`src/rtl/gold_ctrl_pkg.sv`:
```
// Shared types and constants for the gold-code sequencer and its seed serializers.
package gold_ctrl_pkg;

    localparam int SEED_LEN_DEFAULT = 26;
    localparam int CNT_W_DEFAULT    = 16;

    typedef enum logic [1:0] {
        IDLE,
        FILL,
        RUN,
        DONE
    } state_t;

    // Width of a counter that has to reach len-1.
    function automatic int fill_width(input int len);
        return $clog2(len);
    endfunction

    localparam int FILL_W = fill_width(SEED_LEN_DEFAULT);

endpackage

```
`src/rtl/seed_serializer.sv`:
```
// Holds one generator seed and presents it MSB first, one bit per fill cycle.
module seed_serializer #(
    parameter int SEED_LEN = 26
) (
    input  logic                clock,
    input  logic                reset,
    input  logic                load,
    input  logic                shift,
    input  logic [SEED_LEN-1:0] seed,
    output logic                fill_bit
);

    logic [SEED_LEN-1:0] shreg;

    // The MSB goes straight to the output on load so it is on the wire for the first fill cycle.
    always_ff @(posedge clock) begin
        if (reset) begin
            shreg    <= '0;
            fill_bit <= 1'b0;
        end else if (load) begin
            fill_bit <= seed[SEED_LEN-1];
            shreg    <= {seed[SEED_LEN-2:0], 1'b0};
        end else if (shift) begin
            fill_bit <= shreg[SEED_LEN-1];
            shreg    <= {shreg[SEED_LEN-2:0], 1'b0};
        end else begin
            fill_bit <= 1'b0;
            shreg    <= '0;
        end
    end

endmodule

```
`src/rtl/gold_seq_ctrl.sv`:
```
// Sequencer for the paired gold-code generators: seed fill, chip run with hold/stop, done handshake.
module gold_seq_ctrl
    import gold_ctrl_pkg::*;
#(
    parameter int SEED_LEN = SEED_LEN_DEFAULT,
    parameter int CNT_W    = CNT_W_DEFAULT
) (
    input  logic                Clock,
    input  logic                Reset,
    input  logic                Start,
    input  logic                Stop,
    input  logic                Hold,
    input  logic [SEED_LEN-1:0] Seed_A,
    input  logic [SEED_LEN-1:0] Seed_B,
    input  logic [CNT_W-1:0]    Chip_Count,
    output logic                Enable,
    output logic                Fill_En_A,
    output logic                New_Fill_A,
    output logic                Fill_En_B,
    output logic                New_Fill_B,
    output logic                Busy,
    output logic                Done,
    output logic                Err,
    output logic                Chip_Valid,
    output logic [CNT_W-1:0]    Chip_Index
);

    localparam int FW = fill_width(SEED_LEN);

    state_t           state;
    state_t           next_state;
    logic [FW-1:0]    fill_cnt;
    logic [CNT_W-1:0] n_reg;

    logic             enable_q, fill_en_q, busy_q, done_q, err_q, valid_q;
    logic [CNT_W-1:0] index_q;
    logic             enable_d, fill_en_d, busy_d, done_d, err_d, valid_d;
    logic [CNT_W-1:0] index_d;

    logic seeds_ok, accept, reject, fill_last, last_chip, fill_shift;

    // An all-zero seed would lock its generator, so such a Start is refused.
    assign seeds_ok   = (|Seed_A) && (|Seed_B);
    assign accept     = (state == IDLE) && Start && seeds_ok;
    assign reject     = (state == IDLE) && Start && !seeds_ok;
    assign fill_last  = (fill_cnt == FW'(SEED_LEN - 1));
    assign last_chip  = valid_q && (index_q == n_reg - CNT_W'(1));
    assign fill_shift = (state == FILL) && (next_state == FILL);

    always_ff @(posedge Clock) begin
        if (Reset) begin
            state     <= IDLE;
            fill_cnt  <= '0;
            n_reg     <= '0;
            enable_q  <= 1'b0;
            fill_en_q <= 1'b0;
            busy_q    <= 1'b0;
            done_q    <= 1'b0;
            err_q     <= 1'b0;
            valid_q   <= 1'b0;
            index_q   <= '0;
        end else begin
            state     <= next_state;
            fill_cnt  <= fill_shift ? fill_cnt + FW'(1) : '0;
            if (accept) begin
                n_reg <= Chip_Count;
            end
            enable_q  <= enable_d;
            fill_en_q <= fill_en_d;
            busy_q    <= busy_d;
            done_q    <= done_d;
            err_q     <= err_d;
            valid_q   <= valid_d;
            index_q   <= index_d;
        end
    end

    always_comb begin
        next_state = state;
        case (state)
            IDLE: begin
                if (accept) begin
                    next_state = FILL;
                end
            end
            FILL: begin
                if (Stop) begin
                    next_state = IDLE;
                end else if (fill_last) begin
                    next_state = (n_reg == '0) ? DONE : RUN;
                end
            end
            RUN: begin
                if (Stop) begin
                    next_state = IDLE;
                end else if (last_chip) begin
                    next_state = DONE;
                end
            end
            DONE:    next_state = IDLE;
            default: next_state = IDLE;
        endcase
    end

    // Outputs are decoded from the upcoming state so every port comes straight off a flop.
    always_comb begin
        enable_d  = 1'b0;
        fill_en_d = 1'b0;
        busy_d    = 1'b0;
        done_d    = 1'b0;
        err_d     = reject;
        valid_d   = 1'b0;
        index_d   = '0;
        case (next_state)
            FILL: begin
                enable_d  = 1'b1;
                fill_en_d = 1'b1;
                busy_d    = 1'b1;
            end
            RUN: begin
                busy_d   = 1'b1;
                valid_d  = (state == RUN) ? !Hold : 1'b1;
                enable_d = valid_d;
                if (state == RUN) begin
                    index_d = valid_q ? index_q + CNT_W'(1) : index_q;
                end
            end
            DONE: begin
                done_d = 1'b1;
            end
            default: begin
                done_d = 1'b0;
            end
        endcase
    end

    seed_serializer #(.SEED_LEN(SEED_LEN)) u_ser_a (
        .clock    (Clock),
        .reset    (Reset),
        .load     (accept),
        .shift    (fill_shift),
        .seed     (Seed_A),
        .fill_bit (New_Fill_A)
    );

    seed_serializer #(.SEED_LEN(SEED_LEN)) u_ser_b (
        .clock    (Clock),
        .reset    (Reset),
        .load     (accept),
        .shift    (fill_shift),
        .seed     (Seed_B),
        .fill_bit (New_Fill_B)
    );

    assign Enable     = enable_q;
    assign Fill_En_A  = fill_en_q;
    assign Fill_En_B  = fill_en_q;
    assign Busy       = busy_q;
    assign Done       = done_q;
    assign Err        = err_q;
    assign Chip_Valid = valid_q;
    assign Chip_Index = index_q;

endmodule

```
`config.mk`:
```
export PLATFORM = sky130hd
export DESIGN_NAME = gold_seq_ctrl
export DESIGN_NICKNAME = d
export VERILOG_FILES = /design/src/rtl/gold_ctrl_pkg.sv /design/src/rtl/seed_serializer.sv /design/src/rtl/gold_seq_ctrl.sv
export SDC_FILE = /design/constraint.sdc
export NUM_CORES = 1
export LEC_CHECK = 0
export BUFFER_PORTS_ARGS = -buffer_cell sky130_fd_sc_hd__buf_2
export CORE_MARGIN = 4
export CORE_UTILIZATION = 57
export CTS_CLUSTER_SIZE = 30
export DETAILED_ROUTE_END_ITERATION = 10
export PLACE_DENSITY = 0.84
export SLEW_MARGIN = 10
export SYNTH_ARGS = -nofsm -noshare
export SYNTH_HDL_FRONTEND = slang
export SYNTH_SLANG_ARGS = --single-unit
```
`constraint.sdc`:
```
create_clock -name Clock -period 7.5 [get_ports Clock]
set_clock_uncertainty 0.15 [all_clocks]
set_input_delay 0.375 -clock Clock [delete_from_list [all_inputs] [get_ports Clock]]
set_output_delay 0.375 -clock Clock [all_outputs]
set_load 0.03 [all_outputs]
```
* Word level (Yosys, flattened, before mapping)
Cells that the tools add are included.
Word-level totals: memories 0, flip-flop bits (word level) 99, bits in latches 0, memory bits (writable) 0, input bits 73, bits in read-only memories 0, word-level logic and storage cells 67
Operators by class: order comparisons 0, add/sub/neg operators 3, reduce and logical (&&, ||, !) cells 17, multiply operators 0, bitwise operators 3, shift-type cells 0, eq/ne operators 8, multiplexer cells 20, divide/modulo/power cells 0
Operator list (number):
- 26-bit two-way mux | 4
- 26-bit OR reduction | 2
- 16-bit by 1-bit adder with 16-bit output, second input constant | 1
- 16-bit equality test | 1
- 16-bit zero test | 1
- 16-bit by 1-bit subtractor with 16-bit output, second input constant | 1
- 2-bit two-way mux | 5
- 1-bit two-way mux | 9
- 2-bit equality test, second input constant | 4
- 2-bit one-hot mux with 4 select lines | 1
- 2-bit OR reduction | 4
- 1-bit logical AND | 6
- 5-bit by 1-bit adder with 5-bit output, second input constant | 1
- 5-bit equality test, second input constant | 1
- 2-bit by 1-bit equality test with 1-bit output, second input constant | 2
- 1-bit inverter | 3
- 3-bit OR reduction | 1
- 1-bit zero test | 2
- 2-bit zero test | 1
- 1-bit one-hot mux with 2 select lines | 1

* Depth between registers and ports, before layout
Gate-level depths: netlist (run 1).
depth after elaboration 10, depth in mapped cells 14, depth with buffers taken out 13

* Modules after synthesis
A second synthesis (run 1) with hierarchy kept.
Unflattened totals: cell total of the unflattened synthesis 525, area, all modules 4430.5 µm²
Modules (own cells, without submodules):
- gold_seq_ctrl | seq. area each 900.9 µm², area an instance 2443.6 µm², cells an instance 299, times used 1
- seed_serializer | seq. area each 520.5 µm², area an instance 993.5 µm², cells an instance 113, times used 2

* Least setup slack after synthesis (run 1)
OpenSTA, ideal clock, no wires.
kind register to register, start register n_reg[3], end register u_ser_a.fill_bit, path buffers 3, arrival time 3138 ps, setup time 60 ps, setup slack 4152 ps, data required time 7290 ps, cell stages (with the launch flop) 14, cells stage by stage dfxtp_1 > buf_6 > nor4_4 > and4b_1 > mux2_1 > mux2i_1 > a32oi_1 > o31ai_1 > ha_1 > nor2b_1 > nor2b_1 > clkbuf_1 > clkbuf_1 > a22o_1
Between the ends: word-level cells in the longest chain between the ends 10
RTL lines:
- start, declared | line gold_seq_ctrl.sv:33 | logic [CNT_W-1:0] n_reg;
- start signal, assigned | line gold_seq_ctrl.sv:66 | n_reg <= Chip_Count;
- 16-bit by 1-bit subtractor with 16-bit output | line gold_seq_ctrl.sv:47 | assign last_chip = valid_q && (index_q == n_reg - CNT_W'(1));
- 16-bit equality test | line gold_seq_ctrl.sv:47
- 1-bit logical AND | line gold_seq_ctrl.sv:47
- 2-bit two-way mux | line gold_seq_ctrl.sv:96 | end else if (last_chip) begin
- 2-bit two-way mux | line gold_seq_ctrl.sv:94 | if (Stop) begin
- 2-bit one-hot mux with 4 select lines (*) | line gold_seq_ctrl.sv:80 | case (state)
- via next_state[0] | line gold_seq_ctrl.sv:31 | state_t next_state;
- 2-bit by 1-bit equality test with 1-bit output (*) | line gold_seq_ctrl.sv:48 | assign fill_shift = (state == FILL) && (next_state == FILL);
- 1-bit logical AND (*) | line gold_seq_ctrl.sv:48
- 1-bit two-way mux (*) | line seed_serializer.sv:23 | end else if (shift) begin
- 1-bit two-way mux (*) | line seed_serializer.sv:20 | end else if (load) begin
- end signal, assigned | line seed_serializer.sv:21 | fill_bit <= seed[SEED_LEN-1];
- end signal, assigned | line seed_serializer.sv:24 | fill_bit <= shreg[SEED_LEN-1];
- end, declared | line seed_serializer.sv:10 | output logic fill_bit
The timed path passes the listed nets; every way through them passes the cells marked *. A chain may end at the register's enable or synchronous reset.

* Final worst setup path (run 1)
start register n_reg[3], end register u_ser_b.shreg[11]
Between the ends: word-level cells in the longest chain between the ends 10
RTL lines:
- 16-bit by 1-bit subtractor with 16-bit output | line gold_seq_ctrl.sv:47
- 16-bit equality test | line gold_seq_ctrl.sv:47
- 1-bit logical AND | line gold_seq_ctrl.sv:47
- 2-bit two-way mux | line gold_seq_ctrl.sv:96
- 2-bit two-way mux | line gold_seq_ctrl.sv:94
- 2-bit one-hot mux with 4 select lines (*) | line gold_seq_ctrl.sv:80
- via next_state[0] | line gold_seq_ctrl.sv:31
- 2-bit by 1-bit equality test with 1-bit output (*) | line gold_seq_ctrl.sv:48
- 1-bit logical AND (*) | line gold_seq_ctrl.sv:48
- 26-bit two-way mux (*) | line seed_serializer.sv:23
- 26-bit two-way mux (*) | line seed_serializer.sv:20
- end signal, assigned | line seed_serializer.sv:22 | shreg <= {seed[SEED_LEN-2:0], 1'b0};
- end signal, assigned | line seed_serializer.sv:25 | shreg <= {shreg[SEED_LEN-2:0], 1'b0};
- end, declared | line seed_serializer.sv:13 | logic [SEED_LEN-1:0] shreg;
Marked as above.

==> results of run 1 <==
==> layout make-up <==
cell class	instances	area [um2]
Clock buffer	9	124
Clock inverter	7	110
Fill cell	509	2030
Inverter	6	22.5
Multi-Input combinational cell	286	1940
Sequential cell	97	1940
Tap cell	96	120
Timing Repair Buffer	99	500
==> cell families after synthesis <==
logic type | count (synthesis) | share of synthesized area
simple gates | 135 | 0.180
flops | 97 | 0.485
fa+ha+maj | 7 | 0.0219
buf+inv | 31 | 0.0319
mux | 3 | 0.00782
compound gates | 106 | 0.197
xor+xnor | 35 | 0.0766
==> per-layer routing <==
layer / GRT usage / vias to the layer above / wire length, um
met1: 0.275 / 1584 / 4030
li1: - / 1675 / -
met2: 0.359 / 114 / 4380
met3: 0.0451 / 13 / 559
met4: 0.0990 / 0 / 194
met5: 0 / - / 0
==> layout by cell type, fill, tap and decap left out, types with 6 or more instances in the layout <==
cell type	synthesis	routed
sky130_fd_sc_hd__a21oi_1	21	21
sky130_fd_sc_hd__inv_1	6	6
sky130_fd_sc_hd__buf_2	0	97
sky130_fd_sc_hd__dfxtp_1	97	97
sky130_fd_sc_hd__nand3_1	11	11
sky130_fd_sc_hd__nor2_1	37	37
sky130_fd_sc_hd__xor2_1	19	19
sky130_fd_sc_hd__o21ai_0	8	8
sky130_fd_sc_hd__o21ai_1	9	9
sky130_fd_sc_hd__xnor2_1	16	16
sky130_fd_sc_hd__nor4_1	14	14
sky130_fd_sc_hd__nand2_1	25	25
sky130_fd_sc_hd__nand4_1	9	9
sky130_fd_sc_hd__a22o_1	51	51
sky130_fd_sc_hd__clkbuf_8	0	9
sky130_fd_sc_hd__ha_1	7	7
==> through the flow <==
| stage | total power, mW | utilization | instances | cell area (um2) |
|---|---|---|---|---|
| after CTS | 1.05 | 0.701 | 600 | 4760 |
| after global placement | 0.667 | 0.666 | 584 | 4530 |
| final | 1.05 | 0.701 | 600 | 4760 |
| after floorplan | 0.629 | - | 414 | 4000 |
| after detailed placement | 0.670 | 0.666 | 584 | 4530 |
| after global routing | 1.09 | 0.701 | 600 | 4760 |
==> power by group <==
part / total (mW) / internal [mW] / switching [mW]
Clock: 0.389 / 0.195 / 0.194
Sequential: 0.547 / 0.534 / 0.0129
Combinational: 0.113 / 0.0519 / 0.0609
Total: 1.05 / 0.781 / 0.268
==> how the worst min path moves through the flow <==
stage	cells past startpoint	startpoint	end
2_1_floorplan	1	u_ser_a.shreg[25]	u_ser_a.fill_bit
3_3_place_gp	1	u_ser_a.shreg[22]	u_ser_a.shreg[23]
3_5_place_dp	1	u_ser_b.shreg[13]	u_ser_b.shreg[14]
4_1_cts	2	Hold	Chip_Valid
5_1_grt	2	Hold	Chip_Valid
6_report	2	Hold	Chip_Valid
==> worst max-delay path, delay by kind of cell, from the launching register on <==
kind,cells,cell delay (ns)
and+or+nand+nor,4,2.04
AOI/OAI and AO/OA,3,0.81
muxes,2,0.46
DFF,1,0.41
adders and majority gates,1,0.19
==> qor.log, run 1 <==
INFO  outcome        result_of_the_run=finished, final reports clean
INFO  finish         layout_top_registers=u_ser_a.shreg (25), u_ser_b.shreg (25)
INFO  power          vdd_drop_max=0.000174V
INFO  timing         hold_violations_final=0
INFO  timing         final.setup.tns=0ns
INFO  global_routing global_route.overflow_total=0
INFO  timing         hold_ws=0.0574ns
INFO  timing         share_of_the_cycle_needed_by_the_critical_path_after_routing=0.551
INFO  clock_tree     clk_latency=0.37ns
INFO  timing         slew_violations=0
INFO  routing        drc_errors=0
INFO  finish         final_net_count=579
INFO  floorplanning  die_w=91.8um
INFO  clock_tree     post-cts-setup-buffers=0
INFO  placed_design  numPortBuffers=97
INFO  floorplanning  floorplan_die_area=0.00842mm2
INFO  timing         post_layout_minimum_cycle_time=4.13ns
INFO  timing         max_freq=0.242GHz
INFO  routing        ant_nets=0
INFO  synth          share_of_the_yosys_chip_area_belonging_to_registers=0.485
INFO  global_routing number_of_global_route_vias_before_repair=3,170
INFO  clock_tree     cts.root.buffer_cell=sky130_fd_sc_hd__clkbuf_8
INFO  setup_path     critical_path_peak_fanout=50
INFO  routing        dr_total_vias=3,386
INFO  timing         layout_setup_ws=3.37ns
INFO  synth          ys_async_sr_fraction=0
INFO  placed_design  post-dp-hpwl=6580um
INFO  clock_tree     h_tree_depth=3
INFO  setup_path     critical_path.startpoint_type=flip-flop
INFO  setup_path     setup.reg_to_reg.worst_slack=3.37ns
INFO  setup_path     worst_setup_path_startpoint=n_reg[3]
INFO  synth          synth.cells.most_frequent=sky130_fd_sc_hd__dfxtp_1, sky130_fd_sc_hd__a22o_1, sky130_fd_sc_hd__nor2_1, sky130_fd_sc_hd__nand2_1, sky130_fd_sc_hd__clkbuf_1
INFO  timing         worst_pin_slew=1.06ns
INFO  global_routing largest_net_degree_at_the_start_of_global_routing=53
INFO  synth          yosys.area.top_type_share=0.485
INFO  finish         area.growth.synth_to_final=19.0%
INFO  synth          synthTopCellsByArea=sky130_fd_sc_hd__dfxtp_1, sky130_fd_sc_hd__a22o_1, sky130_fd_sc_hd__xor2_1, sky130_fd_sc_hd__xnor2_1, sky130_fd_sc_hd__nor2_1
INFO  routing        routed_wl=9160um
INFO  clock_tree     numCtsBuffers=9
INFO  synth          ffs_latches_synth=97
INFO  synth          synth_area_leader_cell=sky130_fd_sc_hd__dfxtp_1
INFO  floorplanning  floorplan.initialDensity=0.589
INFO  finish         antenna_cells=0
INFO  setup_path     reg2reg_to=u_ser_b.shreg[11]
INFO  placed_design  detailedPlace.worstSlack=3.44ns
INFO  clock_tree     cts_tree=yes
INFO  setup_path     largest_incremental_delay_on_the_critical_path=0.91ns
INFO  routing        avgViaCountPerCell=5.64
INFO  global_routing grt_pass1_wl=14,800um
INFO  routing        initialDrtViolationCount=173
INFO  setup_path     r2r-start=n_reg[3]
INFO  power          powerDensity=220mW/mm2
INFO  clock_tree     worst_setup_hold_path_clk_slew=0.10ns
INFO  setup_path     crit_path_end_kind=flip-flop
INFO  floorplanning  placementRows=30
INFO  setup_path     cp.required=7.66ns
INFO  global_routing antenna_found_initial=0
INFO  synth          synthDistinctLibCells=48
INFO  synth          synthMostInstantiatedCell=sky130_fd_sc_hd__dfxtp_1
INFO  synth          mappedNetlistNets=494
INFO  clock_tree     post_cts.resized_instances=0
INFO  placed_design  gp_routability_congestion=0.905
INFO  clock_tree     clk_path_buf_depth=2
INFO  global_routing grt.total_usage=0.218
INFO  synth          synthCells=414
INFO  synth          syn-mean-instance-area=9.66um2
INFO  setup_path     worst_case_reg_to_reg_path_depth=10
INFO  finish         drive_gt1_frac=0.248
INFO  timing         rsz_0062_raised_after_global_routing=no
INFO  timing         slew_headroom=0.293
INFO  power          cellLeakagePower=2.00nW
INFO  routing        detail_route.first_pass.iterations=4
INFO  synth          synth_enable_flop_cells=0
INFO  clock_tree     cts_hold_repair.buffers=0
INFO  routing        avgRoutedWirePerCell=15.3um
INFO  setup_path     crit_chain=nor4_4, and4b_1, mux2_1, mux2i_1, a32oi_1, o31ai_1, ha_1, nor2b_1, nor2b_4, a22o_1
INFO  synth          synthesis.area=0.00400mm2
INFO  setup_path     worst-setup-path-type=reg -> reg
INFO  hold_path      hp-class=in -> reg
INFO  synth          ys_dominant_reg_cell=sky130_fd_sc_hd__dfxtp_1
INFO  timing         setup_violations=0
INFO  setup_path     worst_path_max_delay_cell=sky130_fd_sc_hd__nor2b_4
INFO  synth          yosys_warnings=0
INFO  floorplanning  ioPinCount=98
INFO  clock_tree     cts.sink_count=97
INFO  job            max-cap-violations=0
INFO  setup_path     critPathCapture=u_ser_b.shreg[11]
INFO  floorplanning  coreArea=0.00679mm2
INFO  setup_path     arrival=4.30ns
INFO  floorplanning  dieHeight=91.8um
(Power assumes the default switching activity.)
==> run 2, diff against run 1 <==
--- a/config.mk
+++ b/config.mk
@@ -7,10 +7,10 @@
 export LEC_CHECK = 0
 export BUFFER_PORTS_ARGS = -buffer_cell sky130_fd_sc_hd__buf_2
 export CORE_MARGIN = 4
-export CORE_UTILIZATION = 57
+export CORE_UTILIZATION = 48
 export CTS_CLUSTER_SIZE = 30
 export DETAILED_ROUTE_END_ITERATION = 10
-export PLACE_DENSITY = 0.84
+export PLACE_DENSITY = 0.76
 export SLEW_MARGIN = 10
 export SYNTH_ARGS = -nofsm -noshare
 export SYNTH_HDL_FRONTEND = slang
==> constraint.sdc (replaced) <==
create_clock -name Clock -period 3.53 [get_ports Clock]
set_clock_uncertainty 0.15 [all_clocks]
set_input_delay 0.1765 -clock Clock [delete_from_list [all_inputs] [get_ports Clock]]
set_output_delay 0.1765 -clock Clock [all_outputs]
set_load 0.03 [all_outputs]
==> run 2 against run 1 <==
Net effect: largest cell class unchanged; final cell count grew 16%; clock power is 78% higher; sequential share of layout area decreased by 5.9 points; critical path type is now in -> reg; core utilization shrank 1.9 points; clock-buffer cell count is the same.
==> qor.log, run 2 (synthesized netlist as in run 1, its figures left out) <==
INFO  routing        avgViaCountPerCell=5.54
INFO  power          powerDensity=393mW/mm2
INFO  finish         layout.cells.most_common_list=sky130_fd_sc_hd__dfxtp_1, sky130_fd_sc_hd__buf_2, sky130_fd_sc_hd__dlygate4sd3_1, sky130_fd_sc_hd__a22o_1, sky130_fd_sc_hd__nor2_1
INFO  hold_path      hp-class=in -> reg
INFO  clock_tree     numCtsBuffers=9
INFO  timing         final.setup.tns=0ns
INFO  routing        dr_total_vias=3,837
INFO  global_routing met2_usage=0.379
INFO  finish         final_core_util=0.682
INFO  setup_path     arrival=3.44ns
INFO  power          vdd_drop_max=0.000218V
INFO  power          netSwitchingPower=0.611mW
INFO  global_routing number_of_global_route_vias_before_repair=3,721
INFO  placed_design  post-dp-hpwl=6710um
INFO  routing        avgRoutedWirePerCell=16.8um
INFO  timing         post_layout_minimum_cycle_time=3.33ns
INFO  timing         slew_headroom=0.324
INFO  timing         worst_pin_slew=1.01ns
INFO  power          cellLeakagePower=2.35nW
INFO  clock_tree     cts.sink_count=97
INFO  placed_design  placement.cell_area=0.00465mm2
INFO  setup_path     crit_path_end_kind=flip-flop
INFO  hold_path      hold_path_depth=3
INFO  global_routing grt.met3_usage=0.0589
INFO  timing         setup_violations=0
INFO  global_routing antenna_found_initial=0
INFO  routing        ant_nets=0
INFO  clock_tree     cts.root.buffer_cell=sky130_fd_sc_hd__clkbuf_8
INFO  finish         layout_top_registers=u_ser_a.shreg (25), u_ser_b.shreg (25)
INFO  floorplanning  placementRows=33
INFO  power          p_clk_frac=0.317
INFO  global_routing grt_busiest_layer=met2
INFO  clock_tree     cts_tree=yes
INFO  floorplanning  die_w=99.3um
INFO  global_routing grt_pass1_wl=18,400um
INFO  outcome        result_of_the_run=finished, final reports clean
INFO  power          power.share.sequential=0.528
INFO  floorplanning  floorplan_die_area=0.00986mm2
INFO  global_routing met1_track_usage_gr=0.293
INFO  placed_design  gp_routability_congestion=0.866
INFO  setup_path     cp.required=3.64ns
INFO  finish         final_net_count=663
INFO  routing        routed_wl=11,700um
INFO  setup_path     critical_path_peak_fanout=25
INFO  power          power.combinational.fraction=0.155
INFO  routing        detail_route.first_pass.iterations=5
INFO  global_routing largest_net_degree_at_the_start_of_global_routing=53
INFO  finish         area.growth.synth_to_final=39.3%
INFO  clock_tree     clk_latency=0.36ns
INFO  clock_tree     worst_setup_hold_path_clk_slew=0.11ns
INFO  timing         max_freq=0.300GHz
INFO  setup_path     critical_path.startpoint_type=input port
INFO  finish         final_area=0.00557mm2
INFO  global_routing grt.total_usage=0.231
INFO  clock_tree     clk_path_buf_depth=2
INFO  power          power.share.switching=0.279
INFO  timing         rsz_0062_raised_after_global_routing=no
INFO  placed_design  numPortBuffers=97
INFO  finish         drive_gt1_frac=0.241
INFO  setup_path     worst_case_reg_to_reg_path_depth=11
INFO  timing         hold_ws=0.0357ns
INFO  floorplanning  coreArea=0.00818mm2
INFO  power          cell_internal_pwr=1.58mW
INFO  timing         hold_violations_final=0
INFO  clock_tree     h_tree_depth=3
INFO  routing        initialDrtViolationCount=207
INFO  timing         share_of_the_cycle_needed_by_the_critical_path_after_routing=0.943
INFO  floorplanning  ioPinCount=98
INFO  routing        drc_errors=0
INFO  finish         antenna_cells=0
INFO  floorplanning  dieHeight=99.3um
INFO  timing         slew_violations=0
INFO  global_routing global_route.overflow_total=0
INFO  setup_path     worst-setup-path-type=in -> reg
INFO  floorplanning  floorplan.initialDensity=0.489
INFO  power          report.power.total=2.19mW
INFO  job            max-cap-violations=0
==> run 2: area by class of cell <==
type	instances	area (um2)
well taps	105	131
clock buffers	9	124
multi-input cells	286	1950
inverters	6	22.5
repair buffers	183	1330
fillers	622	2600
clock inverters	7	63.8
flip-flops and latches	97	1940
==> run 2: final timing paths <==
path	to	from	slack (ns)
setup / recovery	u_ser_a.shreg[3]	Seed_B[3]	0.20
hold / removal	state[1]	Stop	0.04
setup reg to reg	u_ser_a.shreg[3]	n_reg[2]	0.20
hold reg to reg	u_ser_b.shreg[3]	u_ser_b.shreg[2]	0.30
==> run 2: stage by stage <==
stage / cells / worst slack [ns]
finish: 693 / 0.201
global route: 693 / 0.0121
CTS: 691 / 0.165
detailed placement: 606 / 0.201
global placement: 606 / 0.240
floorplan: 414 / 0.182
==> run 2: power by group through the flow <==
stage               clock network [mW]  registers [mW]  logic [mW]
finish                           0.694            1.16       0.341
detailed placement                   0            1.18       0.260
global placement                     0            1.18       0.255
global route                     0.756            1.16       0.367
CTS                              0.711            1.16       0.321
floorplan                            0            1.18       0.153
==> run 2: repair_timing <==
item | CTS | global route
gates resized for setup | 0 | 3
hold buffers | 69 | 0
buffers inserted | 0 | 1
setup endpoints to repair | 0 | 70
endpoints found under the hold margin | 70 | 0
==> run 2: worst max-delay path: stages <==
cell	delay (ns)
sky130_fd_sc_hd__dlygate4sd3_1	0.55
sky130_fd_sc_hd__buf_2	0.14
sky130_fd_sc_hd__nor4_1	0.42
sky130_fd_sc_hd__nand4_1	0.17
sky130_fd_sc_hd__o22ai_1	0.27
sky130_fd_sc_hd__nor2_1	0.28
sky130_fd_sc_hd__a21oi_1	0.35
sky130_fd_sc_hd__o31ai_2	0.14
sky130_fd_sc_hd__ha_1	0.21
sky130_fd_sc_hd__nor2b_1	0.13
sky130_fd_sc_hd__nor2b_4	0.17
sky130_fd_sc_hd__clkbuf_16	0.20
sky130_fd_sc_hd__a22o_1	0.21
==> run 2: metal layers <==
metal,vias to the layer above,part of all wire
met5,-,0
met4,0,0.027
met3,29,0.071
met2,166,0.49
met1,1803,0.42
li1,1839,-
==> run 3, diff against run 2 <==
--- a/config.mk
+++ b/config.mk
@@ -6,11 +6,10 @@
 export NUM_CORES = 1
 export LEC_CHECK = 0
 export BUFFER_PORTS_ARGS = -buffer_cell sky130_fd_sc_hd__buf_2
-export CORE_MARGIN = 4
-export CORE_UTILIZATION = 48
+export CORE_UTILIZATION = 57
 export CTS_CLUSTER_SIZE = 30
 export DETAILED_ROUTE_END_ITERATION = 10
-export PLACE_DENSITY = 0.76
+export PLACE_DENSITY = 0.84
 export SLEW_MARGIN = 10
 export SYNTH_ARGS = -nofsm -noshare
 export SYNTH_HDL_FRONTEND = slang
==> constraint.sdc (replaced) <==
create_clock -name Clock -period 4.3 [get_ports Clock]
set_clock_uncertainty 0.15 [all_clocks]
set_input_delay 0.215 -clock Clock [delete_from_list [all_inputs] [get_ports Clock]]
set_output_delay 0.215 -clock Clock [all_outputs]
set_load 0.03 [all_outputs]
==> run 3 against run 2 <==
Net effect: power decreased by 15%; core utilization rose by 12 points; die area is 25% lower; sequential share of layout area rose by 0.81 points; critical path type is now reg -> reg; first-iteration DRC count rose by 65%; final cell count down 3.3%; worst hold slack better by 0.023 ns.
==> qor.log, run 3 (synthesized netlist as in run 1, its figures left out) <==
INFO  clock_tree     cts.root.buffer_cell=sky130_fd_sc_hd__clkbuf_8
INFO  clock_tree     clk_path_buf_depth=2
INFO  global_routing largest_net_degree_at_the_start_of_global_routing=53
INFO  global_routing grt.total_usage=0.350
INFO  setup_path     r2r-start=n_reg[3]
INFO  timing         setup_violations=0
INFO  timing         post_layout_minimum_cycle_time=3.93ns
INFO  setup_path     cp.required=4.46ns
INFO  global_routing number_of_global_route_vias_before_repair=3,958
INFO  timing         final.setup.tns=0ns
INFO  hold_path      timing.hold.worst_endpoint=state[1]
INFO  power          vdd_drop_max=0.000337V
INFO  power          powerDensity=343mW/mm2
INFO  hold_path      timing.hold.worst.start=Stop
INFO  setup_path     setup.reg_to_reg.worst_slack=0.37ns
INFO  floorplanning  dieHeight=85.8um
INFO  setup_path     critical_path.startpoint_type=flip-flop
INFO  setup_path     worst-setup-path-type=reg -> reg
INFO  outcome        result_of_the_run=finished, final reports clean
INFO  timing         rsz_0062_raised_after_global_routing=no
INFO  setup_path     critical_path_peak_fanout=50
INFO  setup_path     worst_path_max_delay_cell=sky130_fd_sc_hd__nor4_4
INFO  finish         area.growth.synth_to_final=36.1%
INFO  routing        avgViaCountPerCell=5.83
INFO  floorplanning  coreArea=0.00679mm2
INFO  finish         final_net_count=649
INFO  routing        drc_errors=0
INFO  setup_path     reg2reg_to=u_ser_a.shreg[6]
INFO  job            max-cap-violations=0
INFO  finish         final_core_util=0.801
INFO  routing        avgRoutedWirePerCell=18.0um
INFO  floorplanning  floorplan.initialDensity=0.589
INFO  routing        routed_wl=12,000um
INFO  setup_path     worst_case_reg_to_reg_path_depth=11
INFO  clock_tree     clk_latency=0.38ns
INFO  routing        initialDrtViolationCount=341
INFO  clock_tree     worst_setup_hold_path_clk_slew=0.10ns
INFO  timing         share_of_the_cycle_needed_by_the_critical_path_after_routing=0.915
INFO  setup_path     crit_path_end_kind=flip-flop
INFO  global_routing antenna_found_initial=0
INFO  finish         layout_top_registers=u_ser_a.shreg (25), u_ser_b.shreg (25)
INFO  floorplanning  ioPinCount=98
INFO  timing         slew_headroom=0.264
INFO  placed_design  post-dp-hpwl=6360um
INFO  routing        ant_nets=0
INFO  setup_path     largest_incremental_delay_on_the_critical_path=0.55ns
INFO  placed_design  numPortBuffers=97
INFO  floorplanning  floorplan_die_area=0.00736mm2
INFO  finish         drive_gt1_frac=0.220
INFO  routing        detail_route.first_pass.iterations=5
INFO  routing        dr_total_vias=3,907
INFO  timing         worst_pin_slew=1.10ns
INFO  clock_tree     h_tree_depth=3
INFO  finish         layout.cells.most_common_list=sky130_fd_sc_hd__dfxtp_1, sky130_fd_sc_hd__buf_2, sky130_fd_sc_hd__dlygate4sd3_1, sky130_fd_sc_hd__a22o_1, sky130_fd_sc_hd__nor2_1
INFO  global_routing global_route.overflow_total=0
INFO  hold_path      hold_path_depth=3
INFO  hold_path      hp-class=in -> reg
INFO  finish         antenna_cells=0
INFO  timing         hold_violations_final=0
INFO  placed_design  gp_routability_congestion=0.916
INFO  timing         max_freq=0.254GHz
INFO  clock_tree     numCtsBuffers=9
INFO  floorplanning  placementRows=30
INFO  setup_path     arrival=4.09ns
INFO  timing         slew_violations=0
INFO  clock_tree     cts.sink_count=97
INFO  power          cellLeakagePower=2.28nW
INFO  clock_tree     post_cts.resized_instances=0
INFO  floorplanning  die_w=85.8um
INFO  finish         filler_cell_count=413
INFO  setup_path     crit_chain=nor4_4, and4b_1, mux2_1, mux2i_1, a32oi_1, o31ai_1, ha_1, nor2b_1, nor2b_4, buf_4, a22o_1
INFO  clock_tree     cts_tree=yes
INFO  global_routing grt_pass1_wl=19,500um
run 3: changes by cell type in the layout (fill, tap and decap cells not counted), sizes merged:
cell      change
bufinv        +1
clkinvlp      -1
clkbuf        -1
inv           +1
clkinv        -1
buf          -13
run 3: cell type report:
cell class | instances | area (um2) | area share
clock buffers | 9 | 124 | 0.0227
clock inverters | 7 | 95.1 | 0.0175
inverters | 6 | 22.5 | 0.00414
multi-input cells | 286 | 1940 | 0.357
flip-flops and latches | 97 | 1940 | 0.357
well taps | 96 | 120 | 0.0221
repair buffers | 169 | 1200 | 0.220
run 3: report_power, final:
group          leakage (nW)  total, mW  switching (mW)  internal [mW]
Clock                 0.111      0.649           0.362          0.287
Sequential            0.792      0.957          0.0251          0.932
Combinational          1.38      0.260           0.128          0.132
run 3: routing by layer:
layer,up-vias,GRT usage,part of all wire
li1,1808,-,-
met1,1839,0.386,0.39
met2,209,0.623,0.51
met3,51,0.100,0.066
met4,0,0.162,0.039
met5,-,0,0
run 3: what timing repair did:
action / CTS / global route
setup endpoints to repair: 0 / 0
setup buffers: 0 / 0
endpoints found under the hold margin: 69 / 0
hold buffers: 69 / 0
run 3: through the flow:
stage,std cells,hold WS [ns],power (mW),worst slack [ns],instance area (um2)
global route,670,0.0619,1.93,0.181,5450
finish,670,0.0592,1.87,0.366,5450
floorplan,414,0.168,1.10,0.952,4000
global placement,585,0.273,1.16,0.670,4540
CTS,670,0.0617,1.84,0.478,5450
detailed placement,585,0.278,1.17,0.512,4540
run 3: worst max-delay path by stage:
| stage | start | to | slack [ns] | cells after the start |
|---|---|---|---|---|
| floorplan | n_reg[3] | u_ser_a.fill_bit | 0.95 | 13 |
| global placement | n_reg[3] | u_ser_a.shreg[24] | 0.67 | 11 |
| detailed placement | n_reg[3] | u_ser_a.shreg[3] | 0.51 | 11 |
| CTS | n_reg[3] | u_ser_b.shreg[19] | 0.48 | 11 |
| global route | n_reg[3] | u_ser_a.shreg[6] | 0.18 | 11 |
| finish | n_reg[3] | u_ser_a.shreg[6] | 0.37 | 11 |
run 3: critical path, delay by kind of cell (launching register included):
kind | cells | cell delay, ns
AOI/OAI and AO/OA | 3 | 0.84
adders and majority gates | 1 | 0.20
buffers and inverters | 1 | 0.43
DFF | 1 | 0.40
muxes | 2 | 0.48
and+or+nand+nor | 4 | 1.35
